==> config.mk <==
export PLATFORM = sky130hd
export DESIGN_NAME = vga_sync_decoder
export DESIGN_NICKNAME = d
export VERILOG_FILES = /design/src/rtl/vga_sync_decoder.sv
export SDC_FILE = /design/constraint.sdc
export NUM_CORES = 1
export LEC_CHECK = 0
export CORE_MARGIN = 10
export CORE_UTILIZATION = 48
export DETAILED_ROUTE_END_ITERATION = 12
export PLACE_DENSITY_LB_ADDON = 0.12
export SLEW_MARGIN = 20
export SYNTH_ARGS = -nofsm -noshare
export SYNTH_HDL_FRONTEND = slang
export SYNTH_SLANG_ARGS = --single-unit
==> constraint.sdc <==
create_clock -name clk -period 6.2 [get_ports clk]
set_input_delay 1.86 -clock clk [delete_from_list [all_inputs] [get_ports clk]]
set_output_delay 1.86 -clock clk [all_outputs]
set_load 0.02 [all_outputs]
==> src/rtl/vga_sync_decoder.sv <==
// -----------------------------------------------------------------------------
// vga_sync_decoder
//
// Receive-side counterpart of the VGA video timer. Consumes active-low
// hsync/vsync and 4-bit RGB in the pixel-clock domain, recovers the pixel
// position from the sync edges, checks the sync timing against the expected
// mode and reports lock. Qualified pixels are delivered with their (x, y)
// coordinates for downstream capture and self-check logic.
//
// Ports:
//   clk            pixel clock
//   rst            synchronous, active-high reset
//   hsync_i        horizontal sync, active low
//   vsync_i        vertical sync, active low
//   r_i/g_i/b_i    4-bit input colour
//   locked_o       timing lock achieved
//   pixel_valid_o  output pixel is visible and the decoder is locked
//   pos_x_o        recovered x of the output pixel (10 bits)
//   pos_y_o        recovered y of the output pixel (9 bits)
//   pix_*_o        pixel colour, 0 when pixel_valid_o is low
//   frame_start_o  one-cycle pulse on the locked pixel (0,0)
//   frame_count_o  number of frame_start pulses, wrapping
//   h_err_o        one-cycle pulse on a horizontal timing mismatch
//   v_err_o        one-cycle pulse on a vertical timing mismatch
//
// Pin-to-output latency is two clocks: one input register stage (s1), which
// the counters and FSM decode, then one output register stage.
// -----------------------------------------------------------------------------
module vga_sync_decoder #(
  parameter int H_VISIBLE   = 640,
  parameter int H_FRONT     = 16,
  parameter int H_SYNC      = 96,
  parameter int H_BACK      = 48,
  parameter int V_VISIBLE   = 480,
  parameter int V_FRONT     = 10,
  parameter int V_SYNC      = 2,
  parameter int V_BACK      = 33,
  parameter int LOCK_FRAMES = 2
) (
  input  logic        clk,
  input  logic        rst,
  input  logic        hsync_i,
  input  logic        vsync_i,
  input  logic [3:0]  r_i,
  input  logic [3:0]  g_i,
  input  logic [3:0]  b_i,
  output logic        locked_o,
  output logic        pixel_valid_o,
  output logic [9:0]  pos_x_o,
  output logic [8:0]  pos_y_o,
  output logic [3:0]  pix_r_o,
  output logic [3:0]  pix_g_o,
  output logic [3:0]  pix_b_o,
  output logic        frame_start_o,
  output logic [15:0] frame_count_o,
  output logic        h_err_o,
  output logic        v_err_o
);

  localparam int WL = H_VISIBLE + H_FRONT + H_SYNC + H_BACK;
  localparam int WF = V_VISIBLE + V_FRONT + V_SYNC + V_BACK;

  // hsync falls at the first sync clock; the clock before it is the one the
  // counter must be on for the edge to be on time.
  localparam logic [9:0]  H_LOAD   = 10'(H_VISIBLE + H_FRONT);
  localparam logic [9:0]  H_EXPECT = 10'(H_VISIBLE + H_FRONT - 1);
  localparam logic [9:0]  H_LAST   = 10'(WL - 1);
  localparam logic [9:0]  H_VIS    = 10'(H_VISIBLE);
  localparam logic [9:0]  V_LOAD   = 10'(V_VISIBLE + V_FRONT);
  localparam logic [9:0]  V_EXPECT = 10'(V_VISIBLE + V_FRONT - 1);
  localparam logic [9:0]  V_LAST   = 10'(WF - 1);
  localparam logic [9:0]  V_VIS    = 10'(V_VISIBLE);
  localparam logic [10:0] TO_LAST  = 11'(2 * WL - 1);

  localparam int GW = (LOCK_FRAMES > 1) ? $clog2(LOCK_FRAMES) : 1;
  localparam logic [GW-1:0] GOOD_LAST = GW'(LOCK_FRAMES - 1);

  typedef enum logic [1:0] {
    SEARCH,
    H_ALIGNED,
    LOCKED
  } state_e;

  // Input stage and edge history
  logic        hs1_q, vs1_q, hs_prev_q, vs_prev_q;
  logic [11:0] rgb1_q;

  // Timing recovery
  logic [9:0]    hcount_q, hcount_d;
  logic [9:0]    vcount_q, vcount_d;
  logic [10:0]   to_q, to_d;
  state_e        state_q, state_d;
  logic [GW-1:0] good_q, good_d;

  // Output stage
  logic        locked_q, valid_q, fs_q, h_err_q, v_err_q;
  logic [9:0]  pos_x_q;
  logic [8:0]  pos_y_q;
  logic [11:0] pix_q;
  logic [15:0] frame_count_q;

  logic hs_fall, vs_fall, hwrap, v_good, h_err_d, v_err_d, timeout;
  logic valid_d, fs_d;

  assign hs_fall = !hs1_q && hs_prev_q;
  assign vs_fall = !vs1_q && vs_prev_q;

  // Counters, edge checks and timeout. hcount_d/vcount_d are the position of
  // the pixel currently held in s1.
  always_comb begin
    // NOTE: every signal assigned here gets a default first so that no path
    // leaves it unassigned, which would otherwise infer a latch.
    hwrap    = 1'b0;
    hcount_d = hcount_q + 10'd1;
    if (hs_fall) begin
      hcount_d = H_LOAD;
    end else if (hcount_q == H_LAST) begin
      hcount_d = '0;
      hwrap    = 1'b1;
    end

    vcount_d = vcount_q;
    if (vs_fall) begin
      vcount_d = V_LOAD;
    end else if (hwrap) begin
      vcount_d = (vcount_q == V_LAST) ? '0 : vcount_q + 10'd1;
    end

    // The vsync fall is only on time when it coincides with the line wrap
    // that would take vcount onto its load value anyway.
    v_good  = vs_fall && hwrap && (vcount_q == V_EXPECT);
    v_err_d = (vs_fall && !v_good) || (hwrap && (vcount_q == V_EXPECT) && !vs_fall);
    // The first fall seen while searching defines the alignment, so it is
    // never an error.
    h_err_d = hs_fall && (state_q != SEARCH) && (hcount_q != H_EXPECT);

    // A fall on the same cycle as the timeout wins.
    timeout = !hs_fall && (to_q == TO_LAST);
    to_d    = (hs_fall || timeout) ? '0 : to_q + 11'd1;
  end

  // Lock FSM
  always_comb begin
    state_d = state_q;
    good_d  = good_q;
    unique case (state_q)
      SEARCH: begin
        if (hs_fall) begin
          state_d = H_ALIGNED;
          good_d  = '0;
        end
      end
      H_ALIGNED: begin
        // An error on the lock-completing frame takes priority over the lock.
        if (h_err_d || v_err_d) begin
          good_d = '0;
        end else if (v_good) begin
          if (good_q == GOOD_LAST) begin
            state_d = LOCKED;
            good_d  = '0;
          end else begin
            good_d = good_q + 1'b1;
          end
        end
      end
      LOCKED: begin
        if (h_err_d || v_err_d) begin
          state_d = H_ALIGNED;
          good_d  = '0;
        end
      end
      default: begin
        state_d = SEARCH;
        good_d  = '0;
      end
    endcase
    if (timeout) begin
      state_d = SEARCH;
      good_d  = '0;
    end
  end

  // Lock and qualification use the next state so that locked, errors and
  // pixels all leave the output stage with the same two-clock latency.
  assign valid_d = (state_d == LOCKED) && (hcount_d < H_VIS) && (vcount_d < V_VIS);
  assign fs_d    = valid_d && (hcount_d == '0) && (vcount_d == '0);

  always_ff @(posedge clk) begin
    // NOTE: registers take non-blocking assignments so every flop samples the
    // pre-edge values of the others, matching the hardware.
    if (rst) begin
      // NOTE: reset lands on every flop here, including the output stage,
      // because all outputs must read zero the cycle after reset.
      hs1_q         <= 1'b1;
      vs1_q         <= 1'b1;
      hs_prev_q     <= 1'b1;
      vs_prev_q     <= 1'b1;
      rgb1_q        <= '0;
      hcount_q      <= '0;
      vcount_q      <= '0;
      to_q          <= '0;
      state_q       <= SEARCH;
      good_q        <= '0;
      locked_q      <= 1'b0;
      valid_q       <= 1'b0;
      fs_q          <= 1'b0;
      h_err_q       <= 1'b0;
      v_err_q       <= 1'b0;
      pos_x_q       <= '0;
      pos_y_q       <= '0;
      pix_q         <= '0;
      frame_count_q <= '0;
    end else begin
      hs1_q         <= hsync_i;
      vs1_q         <= vsync_i;
      hs_prev_q     <= hs1_q;
      vs_prev_q     <= vs1_q;
      rgb1_q        <= {r_i, g_i, b_i};
      hcount_q      <= hcount_d;
      vcount_q      <= vcount_d;
      to_q          <= to_d;
      state_q       <= state_d;
      good_q        <= good_d;
      locked_q      <= (state_d == LOCKED);
      valid_q       <= valid_d;
      fs_q          <= fs_d;
      h_err_q       <= h_err_d;
      v_err_q       <= v_err_d;
      pos_x_q       <= hcount_d;
      pos_y_q       <= vcount_d[8:0];
      pix_q         <= valid_d ? rgb1_q : '0;
      if (fs_d) begin
        frame_count_q <= frame_count_q + 16'd1;
      end
    end
  end

  assign locked_o      = locked_q;
  assign pixel_valid_o = valid_q;
  assign pos_x_o       = pos_x_q;
  assign pos_y_o       = pos_y_q;
  assign pix_r_o       = pix_q[11:8];
  assign pix_g_o       = pix_q[7:4];
  assign pix_b_o       = pix_q[3:0];
  assign frame_start_o = fs_q;
  assign frame_count_o = frame_count_q;
  assign h_err_o       = h_err_q;
  assign v_err_o       = v_err_q;

endmodule

After elaboration in Yosys (flattened, before gate mapping)
Cells that the tools add are included.
- add/subtract/negate cells: 5
- order comparisons: 2
- equal/unequal tests: 11
- multiplexer cells: 20
- bitwise gates (word level): 1
- reduce and logical (&&, ||, !) cells: 30
- operators by type and width (cell ; number):
    10-bit two-way mux ; 5
    10-bit by 1-bit adder with 10-bit output (second input constant) ; 2
    10-bit == test (second input constant) ; 2
    10-bit logical NOT ; 2
    16-bit by 1-bit adder with 16-bit output (second input constant) ; 1
    1-bit logical AND ; 14
    2-bit two-way mux ; 6
    11-bit by 1-bit adder with 11-bit output (second input constant) ; 1
    11-bit == test (second input constant) ; 1
    10-bit by 9-bit == test with 1-bit output (second input constant) ; 1
    10-bit < comparator (second input constant) ; 1
    10-bit by 9-bit < comparator with 1-bit output (second input constant) ; 1
    10-bit != test (second input constant) ; 1
    1-bit two-way mux ; 7
    2-bit one-hot mux with 3 select lines ; 1
    2-bit OR reduction ; 3
    1-bit logical NOT ; 5
    2-bit == test (second input constant) ; 2
    2-bit != test (second input constant) ; 2
    1-bit logical OR ; 3
    3-bit != test (second input constant) ; 1
    1-bit one-hot mux with 3 select lines ; 1
    3-bit AND reduction ; 1
    2-bit by 1-bit == test with 1-bit output (second input constant) ; 1
    other kinds (4) ; 4
- register bits after elaboration: 92
- input port bits: 16

Longest topological paths before layout
Gate-level depths: netlist of run 1.
- depth after elaboration: 17
- mapped depth: 11
- mapped depth without buffers: 10

Worst setup path before layout of run 1
No wires, ideal clock.
- path type: reg-to-reg
- start point: register, netlist name pos_x_o[1]
- end point: register frame_count_q[13], in the netlist frame_count_o[13]
- library setup time: 0.123 ns
- arrival time: 3.217 ns
- data required time: 6.077 ns
- slack: 2.860 ns
- cell stages (with the launch flop): 11
- path buffers: 2
- cells stage by stage: dfxtp_1 > ha_1 > nand4_1 > or4_4 > buf_6 > a2111oi_1 > nand4_1 > or4_1 > buf_2 > nor4_4 > mux2_1
- RTL lines (what ; line ; text):
    end signal, assigned ; 233 ; frame_count_q <= frame_count_q + 16'd1;
    end, declared ; 100 ; logic [15:0] frame_count_q;

==> parameters.txt, run 1 <==
Parameter                              Value

Floorplanning
  Starting density of the core    49.7%
  Die Footprint    12100 sq um
  Die width    110 microns
  Die height    110 microns
  Top Ports    68
  Std-Cell Rows    32
  Core box area    7810 sq um

Hold path
  Path class of the lowest-slack min-delay path    flop to flop
  Number of cells on the worst hold path    1
  Startpoint of the worst hold path    rgb1_q[5]$_SDFF_PP0_
  Hold Path End    pix_q[5]$_SDFF_PP0_

Clock tree
  H-tree depth    3
  Num CTS Buffers    9
  Count of hold buffers inserted by post-cts repair    0
  Number of setup buffers added after CTS    0
  Number of buffers on the longest clock path    2
  Clk slew on worst S/H paths    0.10 ns
  Clock tree from TritonCTS    yes
  TritonCTS Sinks    83
  Latest clock arrival within the worst-skew pair    0.37 ns
  Root buf cell    clkbuf_8
  Number of gates given a new drive strength after cts    0

STA
  Hold violation count in the final report    0
  Post-layout worst setup margin    2.57 ns
  Max_slew headroom    38.0%
  Final hold slack    0.425 ns
  Total count of max-transition violations in the final report    0
  RSZ-0062 raised after global routing    no
  Total Negative Setup Slacks    0 ns
  Achievable clock frequency    0.276 GHz
  Clock tree skew after final layout    0.0147 ns
  Setup-failing EPs final    0
  Final period demand of the worst path    3.63 ns
  Final clock period utilization by the worst path    58.5%
  Pin slew with the least headroom to its limit    0.923 ns

Power and ir drop
  Power consumption    0.00105 W
  Peak supply drop    0.141 mV
  PwrDens    223 nW/um^2
  Leakage power figure    1.68 nW

Final layout
  Layout cell share with drive strength beyond 1    7.10%
  Ant. Diodes    0
  Filler Cells Inserted    699
  Most frequent standard cell in the layout excluding fill and tap cells    dfxtp_1
  Leading cell types in the layout, fill and taps excluded    dfxtp_1, clkdlybuf4s50_1, nor2_1
  Area growth syn-to-layout    21.4%
  Sequential Area    1660 sq um
  Area of combinational cells with multiple inputs    1990 sq um
  Final non-filler cell area    4710 sq um
  Number of nets in the layout    510

Place
  # port buffers    67
  Estimated wirelength of the detail-placed design    6310 microns
  Area of placed instances    4510 sq um
  Worst slack after detailed placement    2.63 ns
  Global placer's final weighted congestion    0.933

Route
  Post-detailed-route DRC marker count    0
  Overall via count from detail_route    3216
  Number of routed nets with antenna violations    0
  Ratio of routed vias to standard cells    5.41
  Final wirelength    8760 microns
  Initial drt markers    180
  Number of detailed-route iterations in the first pass    4
  Wire length per cell    14.7 microns

Synth
  Ranking of synthesized cells by area    dfxtp_1, nor2_1, nor2b_1, nand3_1, xnor2_1
  Fraction of registers with async set or reset after synthesis    0%
  Mapped Cells    440
  Number of storage elements in the synthesis netlist    83
  Area share of the leading cell type in the synthesized netlist    42.8%
  Number of warnings issued by yosys    0
  Dominant cell type by area after synthesis    dfxtp_1
  Number of enable flip-flop cells after synthesis    0
  Register area share after synthesis    42.8%
  Netlist area before placement    3880 sq um
  Number of distinct library cells after synthesis    57
  Syn avg cell area    8.82 sq um
  Ys flop type    dfxtp_1
  Synth Net Count    462

Global routing
  Total track usage    14.8%
  Global-route wire length before repair    14500 microns
  Grt ovf    0
  Pin count of the biggest net entering global routing    57
  Number of antenna violations at the first check in global routing    0
  Vias in the first global route    3049

Run status
  Run status    finished, final reports clean

Critical path
  CP startpoint kind    flop
  Critical path peak fanout    8
  Worst R2R Start    pos_x_o[0]$_SDFF_PP0_
  Reg2Reg Setup Slack    2.57 ns
  Worst path required time    6.46 ns
  First element of the critical path    pos_x_o[0]$_SDFF_PP0_
  Reg-to-reg critical path endpoint    frame_count_o[13]$_SDFFE_PP0P_
  Worst Reg-to-Reg Cells    8
  Crit end category    flop
  Crit path kind    flop to flop
  Endpoint arrival time on the critical path    3.89 ns

Run
  # Max-Cap Violations    0
==> synthesized netlist by cell type (all sizes together), types with 6 or more instances <==
library cell	number
dfxtp	83
nor2	57
nand3	30
nor2b	27
nand2	24
buf	19
a21oi	15
inv	14
xnor2	14
and2	12
clkbuf	12
nor4	12
xor2	12
and3	9
nor3	9
o21ai	8
a21o	6
ha	6
mux2	6
nand2b	6
nand4	6
==> sequential cells by signal, indices dropped and copies added, names as in the netlist <==
register and count:
pixel_valid_o 1, vs1_q 1, to_q 11, state_q 2, pos_x_o 10, h_err_o 1
pix_q 12, vs_prev_q 1, rgb1_q 12, vcount_q 10, frame_start_o 1, v_err_o 1
good_q 1, hs1_q 1, hs_prev_q 1, frame_count_o 16, locked_o 1
==> layout make-up <==
class | count | share of cell area (%)
timing repair buffer | 68 | 14.3
sequential | 83 | 35.2
inverter | 14 | 1.11
multi-input combinational | 312 | 42.3
clock inverter | 7 | 1.75
tap | 102 | 2.71
clock buffer | 9 | 2.63
==> per-stage QoR <==
| stage | utilization [%] | std cells |
|---|---|---|
| 6_report | 60.4 | 595 |
| 5_1_grt | 60.4 | 595 |
| 4_1_cts | 60.4 | 595 |
| 3_5_place_dp | 57.7 | 579 |
| 3_3_place_gp | 57.7 | 579 |
| 2_1_floorplan | - | 440 |
==> per-layer routing <==
metal  GRT usage (%)  vias up  routed length (microns)
met5               0        -                        0
met4            4.93        0                      116
met3            5.15       15                      621
met2            24.4       86                     4270
met1            17.6     1512                     3750
li1                -     1603                        -
==> report_power, final <==
group | leakage [nW] | internal [W] | switching [W]
sequential | 0.676 | 0.000546 | 0.0000149
clock | 0.0984 | 0.000192 | 0.000216
combinational | 0.906 | 0.0000396 | 0.0000435
==> cells by family (layout without fill, tap and decap cells) <==
group / Yosys count / count (layout) / synth area share, %
AND/OR/NAND/NOR: 218 / 218 / 31.9
flip-flops: 83 / 83 / 42.8
AO/OA/AOI/OAI: 55 / 55 / 9.60
buffers and inverters: 45 / 98 / 5.86
XOR/XNOR: 26 / 26 / 5.87
multiplexers: 7 / 7 / 2.00
adder cells (fa/ha/maj): 6 / 6 / 1.93
==> worst max-delay path, stage by stage, from the launching register on <==
cell,delay (ns)
dfxtp_1,0.43
ha_1,0.29
nand4_1,0.24
nor4_1,0.78
a21oi_1,0.20
a21boi_1,0.22
or4_1,0.72
nor4_4,0.31
mux2_1,0.33
==> worst max path at each step <==
stage / endpoint / slack [ns] / depth (start not counted)
4_1_cts: frame_count_o[13]$_SDFFE_PP0P_ / 2.62 / 8
3_5_place_dp: frame_count_o[13]$_SDFFE_PP0P_ / 2.63 / 8
5_1_grt: frame_count_o[13]$_SDFFE_PP0P_ / 2.31 / 8
3_3_place_gp: frame_count_o[13]$_SDFFE_PP0P_ / 2.77 / 8
6_report: frame_count_o[13]$_SDFFE_PP0P_ / 2.57 / 8
2_1_floorplan: frame_count_o[13]$_SDFFE_PP0P_ / 2.86 / 10
Note: power is estimated with default switching activity, not from simulation.
==> inputs of run 2 (changes only) <==
clock period = 3 ns   (was 6.2 ns; I/O delays follow)
==> run 2 against run 1 <==
Maximum frequency increased by 17%. Register-to-register slack worse by 2.7 ns. Sequential share of layout area is 3.5 points lower. Worst setup slack worse by 2.7 ns. Combinational power grew to 2.9 times the previous value. Cell area rose by 12%. Critical path depth increased by 1. First-iteration DRC count is 24% lower. Die area did not move. Routed wire length is 12% higher. Flip-flop and latch count did not move. The run now ends with setup timing left. Non-clock buffer count grew 52.
==> parameters.txt, run 2 (synthesis gave the netlist of run 1 again) <==
Parameter                              Value

Route
  Overall via count from detail_route    3419 (+6.3%)
  Ratio of routed vias to standard cells    5.28 (-2.2%)
  Number of routed nets with antenna violations    0 (unchanged)
  Number of detailed-route iterations in the first pass    4 (unchanged)
  Final wirelength    9820 microns (+12%)
  Initial drt markers    137 (-24%)
  Wire length per cell    15.2 microns (+3.1%)
  Post-detailed-route DRC marker count    0 (unchanged)

Final layout
  Util after Layout    67.7% (+7.3 points)
  Leading cell types in the layout, fill and taps excluded    dfxtp_1, clkdlybuf4s50_1, nor2_1
  Ant. Diodes    0 (unchanged)
  Filler Cells Inserted    669 (-4.3%)
  Number of nets in the layout    562 (+10%)
  Area growth syn-to-layout    36.1%
  Finished Layout Cells    647 (+8.7%)
  Layout cell share with drive strength beyond 1    20.9% (+14 points)
  Most frequent standard cell in the layout excluding fill and tap cells    dfxtp_1
  Max FFs per register    16 (unchanged)

STA
  Achievable clock frequency    0.323 GHz (+17%)
  Final period demand of the worst path    3.10 ns (-0.533 ns)
  Total count of max-transition violations in the final report    0 (unchanged)
  Max_slew headroom    67.0% (+29 points)
  Setup-failing EPs final    4 (+4)
  Hold violation count in the final report    0 (unchanged)
  Post-layout worst setup margin    -0.0953 ns (-2.67 ns)
  Final clock period utilization by the worst path    103% (+45 points)
  Clock tree skew after final layout    0.0115 ns (-0.00327 ns)
  Pin slew with the least headroom to its limit    0.494 ns (-0.429 ns)
  Total Negative Setup Slacks    -0.218 ns (-0.218 ns)
  RSZ-0062 raised after global routing    yes

Clock tree
  Clk slew on worst S/H paths    0.10 ns (about the same)
  H-tree depth    3 (unchanged)
  Root buf cell    clkbuf_8
  Number of buffers on the longest clock path    2 (unchanged)
  Latest clock arrival within the worst-skew pair    0.36 ns (about the same)
  Clock tree from TritonCTS    yes
  TritonCTS Sinks    83 (unchanged)
  Num CTS Buffers    9 (unchanged)

Power and ir drop
  Peak supply drop    0.339 mV (+140%)
  Leakage power figure    2.00 nW (+19%)
  Design internal power    0.00157 W (+100%)
  Seq pwr share    52.6% (-0.7 points)
  NetSw    0.000611 W (+120%)
  PwrDens    413 nW/um^2 (+85%)
  Power share of the clock group    36.4% (-2.4 points)
  Combinational fraction of design power    11.0% (+3.1 points)
  Switching portion of total power    28.0% (+2.0 points)

Floorplanning
  Die Footprint    12100 sq um (unchanged)
  Die width    110 microns (unchanged)
  Core box area    7810 sq um (unchanged)
  Top Ports    68 (unchanged)
  Starting density of the core    49.7% (unchanged)
  Std-Cell Rows    32 (unchanged)
  Die height    110 microns (unchanged)

Global routing
  Pin count of the biggest net entering global routing    31 (-46%)
  Global-route wire length before repair    15800 microns (+8.9%)
  Total track usage    16.2% (+1.4 points)
  Vias in the first global route    3291 (+7.9%)
  Number of antenna violations at the first check in global routing    0 (unchanged)
  Grt ovf    0 (unchanged)

Place
  Estimated wirelength of the detail-placed design    7140 microns (+13%)
  # port buffers    67 (unchanged)
  Dpl cells    621 (+7.3%)
  Global placer's final weighted congestion    0.935 (+0.21%)

Critical path
  Slowest stage cell on the critical path    or4_4
  CP Cell Sequence    ha_4, nand4_1, or4_4, a211o_1, nand2_1, nand4_1, or4_4, nor4_4, mux2_4
  Crit path kind    flop to flop
  Kind of cell adding the most delay to the critical path    simple AND/OR/NAND/NOR gates
  Endpoint arrival time on the critical path    3.35 ns (-0.54 ns)
  Largest stage delay on the critical path    0.61 ns (-0.17 ns)
  Total buffers and inverters traversed by the critical path    0 (unchanged)
  CP startpoint kind    flop
  Worst path required time    3.25 ns (-3.21 ns)
  Critical path peak fanout    7 (-1)
  Reg2Reg Setup Slack    -0.1 ns (-2.67 ns)
  Crit end category    flop

Hold path
  Path class of the lowest-slack min-delay path    flop to flop

Run status
  Run status    finished with violations
  Failing checks    setup timing

Run
  # Max-Cap Violations    0 (unchanged)
run 2: area by class of cell:
class                      instances  area, sq um  share of cell area [%]
multi-input combinational        312         2160                    40.8
clock inverter                     7         66.3                    1.26
inverter                          14         52.6                   0.995
clock buffer                       9          124                    2.34
timing repair buffer             120         1080                    20.4
tap                              102          128                    2.42
sequential                        83         1680                    31.7
run 2: what timing repair did:
item                       CTS  global route
pin swaps                    3            13
hold buffers                 0             0
hold endpoints to repair     0             0
setup endpoints to repair    7            16
resized for setup            7            19
setup buffers                4             7
run 2: final timing paths:
kind                                            start                              to  cells after the start
worst max-delay path            pos_x_o[0]$_SDFF_PP0_  frame_count_o[13]$_SDFFE_PP0P_                      9
worst min-delay path             rgb1_q[1]$_SDFF_PP0_             pix_q[1]$_SDFF_PP0_                      1
worst max register to register  pos_x_o[0]$_SDFF_PP0_  frame_count_o[13]$_SDFFE_PP0P_                      9
worst min register to register   rgb1_q[1]$_SDFF_PP0_             pix_q[1]$_SDFF_PP0_                      1
run 2: routing by layer:
layer | up-vias | global-route usage, % | wire (microns) | part of all wire (%)
met2 | 92 | 26.5 | 4800 | 49
met5 | - | 0 | 0 | 0
met3 | 8 | 5.03 | 783 | 8.0
li1 | 1714 | - | - | -
met4 | 0 | 5.76 | 75 | 0.76
met1 | 1605 | 19.6 | 4160 | 42
run 2: through the flow:
step                      cell area (sq um)  hold WS [ns]  total power (W)  worst slack [ns]
after floorplan                        3950         0.406          0.00130           -0.0447
after global placement                 4890         0.408          0.00139           -0.0540
after detailed placement               4890         0.412          0.00140           -0.0847
after CTS                              5150         0.434          0.00218           0.00743
after global routing                   5280         0.448          0.00227            -0.208
final                                  5280         0.430          0.00218           -0.0953
run 2: power by group through the flow:
| stage | Combinational (W) | Clock [W] | Sequential (W) |
|---|---|---|---|
| 2_1_floorplan | 0.000121 | 0 | 0.00118 |
| 5_1_grt | 0.000262 | 0.000853 | 0.00115 |
| 6_report | 0.000239 | 0.000795 | 0.00115 |
| 3_3_place_gp | 0.000223 | 0 | 0.00117 |
| 4_1_cts | 0.000229 | 0.000809 | 0.00115 |
| 3_5_place_dp | 0.000225 | 0 | 0.00117 |
